$ cat config.mk
export PLATFORM = sky130hd
export DESIGN_NAME = current_sense_sequencer
export DESIGN_NICKNAME = d
export VERILOG_FILES = /design/src/rtl/current_sense_sequencer.sv
export SDC_FILE = /design/constraint.sdc
export NUM_CORES = 1
export LEC_CHECK = 0
export CAP_MARGIN = 20
export CORE_ASPECT_RATIO = 1.4
export CORE_MARGIN = 5
export CORE_UTILIZATION = 35
export CTS_CLUSTER_DIAMETER = 40
export DETAILED_ROUTE_END_ITERATION = 10
export PLACE_DENSITY = 0.66
export SLEW_MARGIN = 30
export SYNTH_ARGS = -nofsm -noshare
export SYNTH_HDL_FRONTEND = slang
export SYNTH_SLANG_ARGS = --single-unit
$ cat constraint.sdc
create_clock -name CLK -period 3.4 [get_ports CLK]
set_clock_uncertainty 0.05 [all_clocks]
set_input_delay 0.34 -clock CLK [delete_from_list [all_inputs] [get_ports CLK]]
set_output_delay 0.34 -clock CLK [all_outputs]
set_load 0.01 [all_outputs]
$ cat src/rtl/current_sense_sequencer.sv
// current_sense_sequencer: periodic read of a current sensor through an SPI master,
// with frame validation, 13-bit signed current output and sticky error reporting.
// Ports:
//   CLK, reset (async, active high)  enable, err_clr        : control
//   wren_o / wr_ack_i                                        : SPI write handshake
//   do_valid_i, do_i[15:0]                                   : SPI received word
//   current[12:0] signed, current_valid, overcurrent         : sample outputs
//   status_err, timeout_err, err_count[7:0], busy            : status outputs
module current_sense_sequencer #(
   parameter int unsigned PERIOD  = 64000,
   parameter int unsigned TIMEOUT = 256
) (
   input  logic               CLK,
   input  logic               reset,
   input  logic               enable,
   input  logic               err_clr,
   output logic               wren_o,
   input  logic               wr_ack_i,
   input  logic               do_valid_i,
   input  logic [15:0]        do_i,
   output logic signed [12:0] current,
   output logic               current_valid,
   output logic               overcurrent,
   output logic               status_err,
   output logic               timeout_err,
   output logic [7:0]         err_count,
   output logic               busy
);

   localparam int unsigned PW = (PERIOD > 2) ? $clog2(PERIOD) : 1;
   localparam int unsigned TW = (TIMEOUT > 2) ? $clog2(TIMEOUT) : 1;
   localparam logic [PW-1:0] P_LOAD = PW'(PERIOD - 1);
   localparam logic [TW-1:0] T_LAST = TW'(TIMEOUT - 1);

   typedef enum logic [1:0] {
      IDLE,
      REQ,
      WAIT,
      CHECK
   } state_t;

   state_t        state;
   state_t        state_nx;
   logic [PW-1:0] pcnt;
   logic [TW-1:0] tcnt;
   logic [15:0]   word;
   logic          expire;
   logic          tmo;
   logic          frame_ok;
   logic          frame_bad;
   logic          err_ev;

   // tcnt counts cycles already spent in REQ/WAIT; the last allowed
   // cycle is the one where it reaches TIMEOUT-1.
   assign expire    = (tcnt == T_LAST);
   assign frame_ok  = ~word[15] & ~(^word);
   assign frame_bad = (state == CHECK) & ~frame_ok;
   assign err_ev    = tmo | frame_bad;

   assign wren_o = (state == REQ);
   assign busy   = (state != IDLE);

   always_comb begin
      state_nx = state;
      tmo      = 1'b0;
      unique case (state)
         IDLE: begin
            if (enable && (pcnt == '0))
               state_nx = REQ;
         end
         REQ: begin
            // The event is tested first so it wins over expiry.
            if (wr_ack_i) begin
               state_nx = WAIT;
            end else if (expire) begin
               state_nx = IDLE;
               tmo      = 1'b1;
            end
         end
         WAIT: begin
            if (do_valid_i) begin
               state_nx = CHECK;
            end else if (expire) begin
               state_nx = IDLE;
               tmo      = 1'b1;
            end
         end
         CHECK: begin
            state_nx = IDLE;
         end
         default: begin
            state_nx = IDLE;
         end
      endcase
   end

   always_ff @(posedge CLK or posedge reset) begin
      if (reset)
         state <= IDLE;
      else
         state <= state_nx;
   end

   // Period counter restarts at each request start so starts are
   // spaced PERIOD cycles apart; it parks at 0 once expired.
   always_ff @(posedge CLK or posedge reset) begin
      if (reset) begin
         pcnt <= '0;
         tcnt <= '0;
      end else begin
         if ((state == IDLE) && (state_nx == REQ))
            pcnt <= P_LOAD;
         else if (pcnt != '0)
            pcnt <= pcnt - PW'(1);

         if (state_nx != state)
            tcnt <= '0;
         else if ((state == REQ) || (state == WAIT))
            tcnt <= tcnt + TW'(1);
      end
   end

   always_ff @(posedge CLK or posedge reset) begin
      if (reset)
         word <= '0;
      else if ((state == WAIT) && do_valid_i)
         word <= do_i;
   end

   // Raw 0..8191 maps onto -4096..+4095 by subtracting the midpoint.
   always_ff @(posedge CLK or posedge reset) begin
      if (reset) begin
         current       <= '0;
         overcurrent   <= 1'b0;
         current_valid <= 1'b0;
      end else begin
         current_valid <= 1'b0;
         if ((state == CHECK) && frame_ok) begin
            current       <= $signed(word[12:0] - 13'd4096);
            overcurrent   <= word[13];
            current_valid <= 1'b1;
         end
      end
   end

   always_ff @(posedge CLK or posedge reset) begin
      if (reset) begin
         err_count   <= '0;
         status_err  <= 1'b0;
         timeout_err <= 1'b0;
      end else if (err_clr) begin
         err_count   <= '0;
         status_err  <= 1'b0;
         timeout_err <= 1'b0;
      end else begin
         if (tmo)
            timeout_err <= 1'b1;
         if (frame_bad)
            status_err <= 1'b1;
         if (err_ev && (err_count != 8'hFF))
            err_count <= err_count + 8'd1;
      end
   end

endmodule

---- After elaboration in Yosys (flattened, before gate mapping) ----
Cells that the tools add are included.
operators by class
  bitwise gates (word level) .............. 6
  mux-type cells .......................... 20
  equality and inequality tests ........... 7
  add/sub/neg operators ................... 4
  reductions and logical operators ........ 16
operators with widths
  cell                                                                  count
  16-bit 2-to-1 mux                                                     2
  8-bit 2-to-1 mux                                                      4
  8-bit by 1-bit adder with 8-bit output, second input constant         2
  16-bit zero test                                                      1
  16-bit nonzero test                                                   1
  16-bit parity                                                         1
  16-bit by 1-bit subtractor with 16-bit output, second input constant  1
  13-bit subtractor, second input constant                              1
  2-bit nonzero test                                                    6
  8-bit == test, second input constant                                  1
  1-bit 2-to-1 mux                                                      8
  2-bit 2-to-1 mux                                                      4
  8-bit != test, second input constant                                  1
  2-bit one-hot mux with 4 select lines                                 1
  1-bit logical AND                                                     5
  2-bit by 1-bit == test with 1-bit output, second input constant       2
  2-bit == test, second input constant                                  2
  1-bit NOT                                                             3
  1-bit AND                                                             2
  2-bit zero test                                                       1
  2-bit != test                                                         1
  1-bit one-hot mux with 2 select lines                                 1
  1-bit logical OR                                                      1
  1-bit OR                                                              1
word-level totals
  flip-flop bits (word level) ............. 67
  logic and storage cells ................. 63
  bits of input ports ..................... 22

---- Depth between registers and ports, before layout ----
  word-level depth ........................ 9
  gate-level depth with buffers ........... 9

---- Worst setup path after synthesis ----
Ideal clock, no wire load.
  path kind ............................... register to register
  from .................................... register state[0]
  to ...................................... register err_count[4]
  cell stages (with the launch flop) ...... 10
  clock period less this slack ............ 2.479 ns
  library setup time ...................... 0.127 ns
  slack ................................... 0.921 ns
  arrival ................................. 2.302 ns
  required time ........................... 3.223 ns
  buffers on the path ..................... 1
  cells stage by stage .................... dfrtp_1 > inv_1 > ha_1 > buf_2 > inv_1 > a2111oi_2 > o22ai_1 > a211oi_2 > nand3_1 > mux2_1
on the way
  word-level cells in the longest chain between the ends .. 5
  elaborated cells on any way between the ends .. 8
  classes of those cells .................. 3 x eq/ne; 1 x mux; 2 x bitwise; 2 x reduce/logical
RTL lines
  item                                                                       RTL line  text
  from (decl)                                                                42        state_t state;
  from (signal assigned)                                                     101       state <= state_nx;
  2-bit == test, or another cell as far along                                66        unique case (state)
  1-bit one-hot mux with 2 select lines / 1-bit AND (equally long branches)  66, 57
  1-bit OR *                                                                 58        assign err_ev = tmo | frame_bad;
  1-bit logical AND *                                                        160       if (err_ev && (err_count != 8'hFF))
  2-bit nonzero test (no source line) *                                      -
  to (signal assigned)                                                       161       err_count <= err_count + 8'd1;
  to (decl)                                                                  26        output logic [7:0] err_count,
Every way passes the cells marked *; elsewhere a longest branch is shown, timed or not.
A chain may end at the register's enable or synchronous reset.

---- Final worst setup path ----
  from .................................... register state[0]
  to ...................................... register err_count[6]
Same word-level chain as after synthesis.

==> run_results.csv <==
group,metric,value,unit
status,status,"finished clean",
detailed_routing,routed_wirelength,6427,um
place,numPortBuffers,48,
grt,grt_pass1_vias,2408,
floorplan,die_y,124.7,um
sta,clock.fmax,0.3587,GHz
synth,synthesis.area,3288,um2
place,place_inst,442,
place,dp_hpwl,4717,um
floorplan,core_area,9301,um2
floorplan,start_util,35.35,%
place,gp_congestion,0.7942,
synth,synth_nets,317,
synth,synth_area_leaders,"dfrtp_1, mux2_2, xnor2_1",
setup_path,path_class,"flip-flop to flip-flop",
sta,rsz0062_at_grt,"no",
detailed_routing,drt_first_pass_iters,4,
floorplan,die_w,91.92,um
clock_network,cts_resized,0,
sta,finalSetupTns,0,ns
power,peakVddDrop,0.4101,mV
detailed_routing,highest_layer,"met4",
finish,fin_cells,458,
floorplan,die_area,11460,um2
synth,yosysMostFrequentCell,"dfrtp_1",
clock_network,cts_buffers,9,
floorplan,io_pins,49,
finish,antenna_cells,0,
sta,fin_crit_sh,82.00,%
synth,avgSynthCellArea,11.50,um2
sta,fin_crit,2.788,ns
synth,yosysUniqueCellTypes,49,
setup_path,crit_fanout,8,
sta,setup_viol,0,
sta,worst_pin_slew,0.7814,ns
hold_path,hp-class,"input pin to asynchronous set/reset pin",
detailed_routing,antenna_left,0,
detailed_routing,drc_errors,0,
synth,ys_seq_area_share,50.99,%
setup_path,end_kind,"flip-flop",
floorplan,fp-row-count,42,
power,p_per_area,977.4,nW/um2
clock_network,clk_pin_slew,0.06,ns
detailed_routing,dr_wl_met3,291,um
finish,drive_above_1_share,15.52,%
flow_run,maxCapViolations,0,
grt,grtUsageTotal,12.35,%
power,leakage,0.001766,uW
sta,finalHoldViolations,0,
clock_network,cts-root-buf,"clkbuf_16",
setup_path,worstPathRequired,3.56,ns
setup_path,cp-start-kind,"flip-flop",
synth,netlist.area_leader.share,50.99,%
detailed_routing,num_vias,2264,
synth,synth_edf_count,0,
synth,async_flop_share,100.0,%
detailed_routing,vias_per_cell,4.943,
synth,syn_inst,286,
grt,antenna_found_initial,0,
synth,synth_top_cell_by_area,"dfrtp_1",
clock_network,cts_hold_buf,0,
clock_network,clock_latency,0.33,ns
grt,grt.overflow.total,0,
detailed_routing,wl_per_cell,14.03,um
synth,yosysWarnings,0,
sta,slew_headroom,47.83,%
detailed_routing,m1WireLength,2824,um
finish,fin_nets,374,
detailed_routing,routed-wl-met2,3215,um
grt,grt_pass1_wl,11350,um
setup_path,cp.arrival,2.94,ns
synth,synth_commonest_cells,"dfrtp_1, nand2_1, xnor2_1",
clock_network,cts.path.max_buffers,2,
clock_network,htreeDepth,3,
finish,syn_to_final_growth,28.46,%
clock_network,cts_tree,"done",
clock_network,post-cts-setup-buffers,0,
synth,ys.flop_type,"dfrtp_1",
clock_network,cts.sink_count,67,
synth,ys_ff_latch,67,
detailed_routing,first_iter_violations,77,
grt,grt_max_degree,40,
sta,drv_slew,0,
[path summary, 6_finish.rpt]
check                                 from            to  slack (ns)  depth (start not counted)
worst max-delay path              state[0]  err_count[6]        0.61                          8
worst min-delay path                 reset       tcnt[3]        0.43                          2
worst max register to register    state[0]  err_count[6]        0.61                          8
worst min register to register  current[0]    current[0]        0.44                          1
max in group asynchronous            reset      pcnt[11]        2.14                          3
min in group CLK                current[0]    current[0]        0.44                          1
[layout by cell type, fill, tap and decap left out, types with 2 or more instances in the layout]
cell | netlist | routed
inv_1 | 14 | 13
nor3_1 | 4 | 4
buf_4 | 0 | 3
xnor2_1 | 24 | 24
o221ai_1 | 2 | 2
a21oi_1 | 7 | 7
bufinv_16 | 0 | 2
nor2_1 | 23 | 23
inv_6 | 0 | 2
o21ai_2 | 2 | 2
ha_1 | 9 | 9
nand4b_1 | 2 | 2
nor2b_1 | 4 | 4
o22ai_1 | 2 | 2
xor2_1 | 6 | 6
mux2_2 | 21 | 21
a31oi_1 | 3 | 3
nand2b_1 | 3 | 3
and3_1 | 3 | 3
o21ai_0 | 5 | 5
clkdlybuf4s50_1 | 0 | 48
clkbuf_16 | 0 | 9
nand3_1 | 5 | 5
dfrtp_1 | 67 | 67
nand4_1 | 5 | 5
xnor3_1 | 3 | 3
or3_1 | 4 | 4
a21o_1 | 2 | 2
mux2_1 | 10 | 10
nor4_1 | 2 | 2
nand2_1 | 28 | 28
mux2i_1 | 2 | 2
[critical path, cell delays in order (launching register included)]
cell and delay (ns):
dfrtp_1 0.48, inv_1 0.13, ha_1 0.45, inv_1 0.09, a2111oi_2 0.47, o22ai_1 0.22, a211oi_2 0.34, nand3_1 0.12
mux2_1 0.32
[per-stage QoR]
step	power [uW]	setup WS, ns	util [%]	instance area (um2)	hold slack [ns]
after floorplan	2672	0.9209	-	3288	0.4007
after global placement	3132	0.6684	41.93	3900	0.4257
after detailed placement	3179	0.6062	41.93	3900	0.4354
after CTS	4202	0.5665	45.41	4224	0.4478
after global routing	4424	0.3471	45.41	4224	0.4678
final	4129	0.6119	45.41	4224	0.4347
[flip-flops by register name (all words and copies together) (netlist names)]
signal         cells
word              16
current_valid      1
pcnt              16
tcnt               8
state              2
status_err         1
err_count          8
overcurrent        1
timeout_err        1
current           13
[report_power, final]
group | internal (uW) | switching [uW] | leakage, uW
sequential | 1070 | 208 | 0.000809
clock | 646 | 350 | 0.000156
combinational | 999 | 853 | 0.000801
total | 2720 | 1410 | 0.00177
[layout make-up]
class / count / area [um2]
inverters: 14 / 52.55
clock inverters: 7 / 98.84
repair buffers: 51 / 503.0
flip-flops and latches: 67 / 1677
clock buffers: 9 / 225.2
multi-input cells: 200 / 1530
fillers: 858 / 5077
well taps: 110 / 137.6
[metal layers]
metal	up-vias	global-route usage, %
met5	-	0
met1	1101	14.47
li1	1114	-
met2	42	20.61
met4	0	4.987
met3	7	4.109
[cell families (layout without fill, tap and decap cells)]
family,Yosys count,count (layout),share of synthesized area (%)
multiplexers,33,33,11.23
adder cells (fa/ha/maj),9,9,3.425
flip-flops,67,67,50.99
buffers and inverters,19,81,2.473
XOR/XNOR,33,33,10.05
AO/OA/AOI/OAI,33,33,7.154
AND/OR/NAND/NOR,92,92,14.69
(Power assumes the default switching activity.)
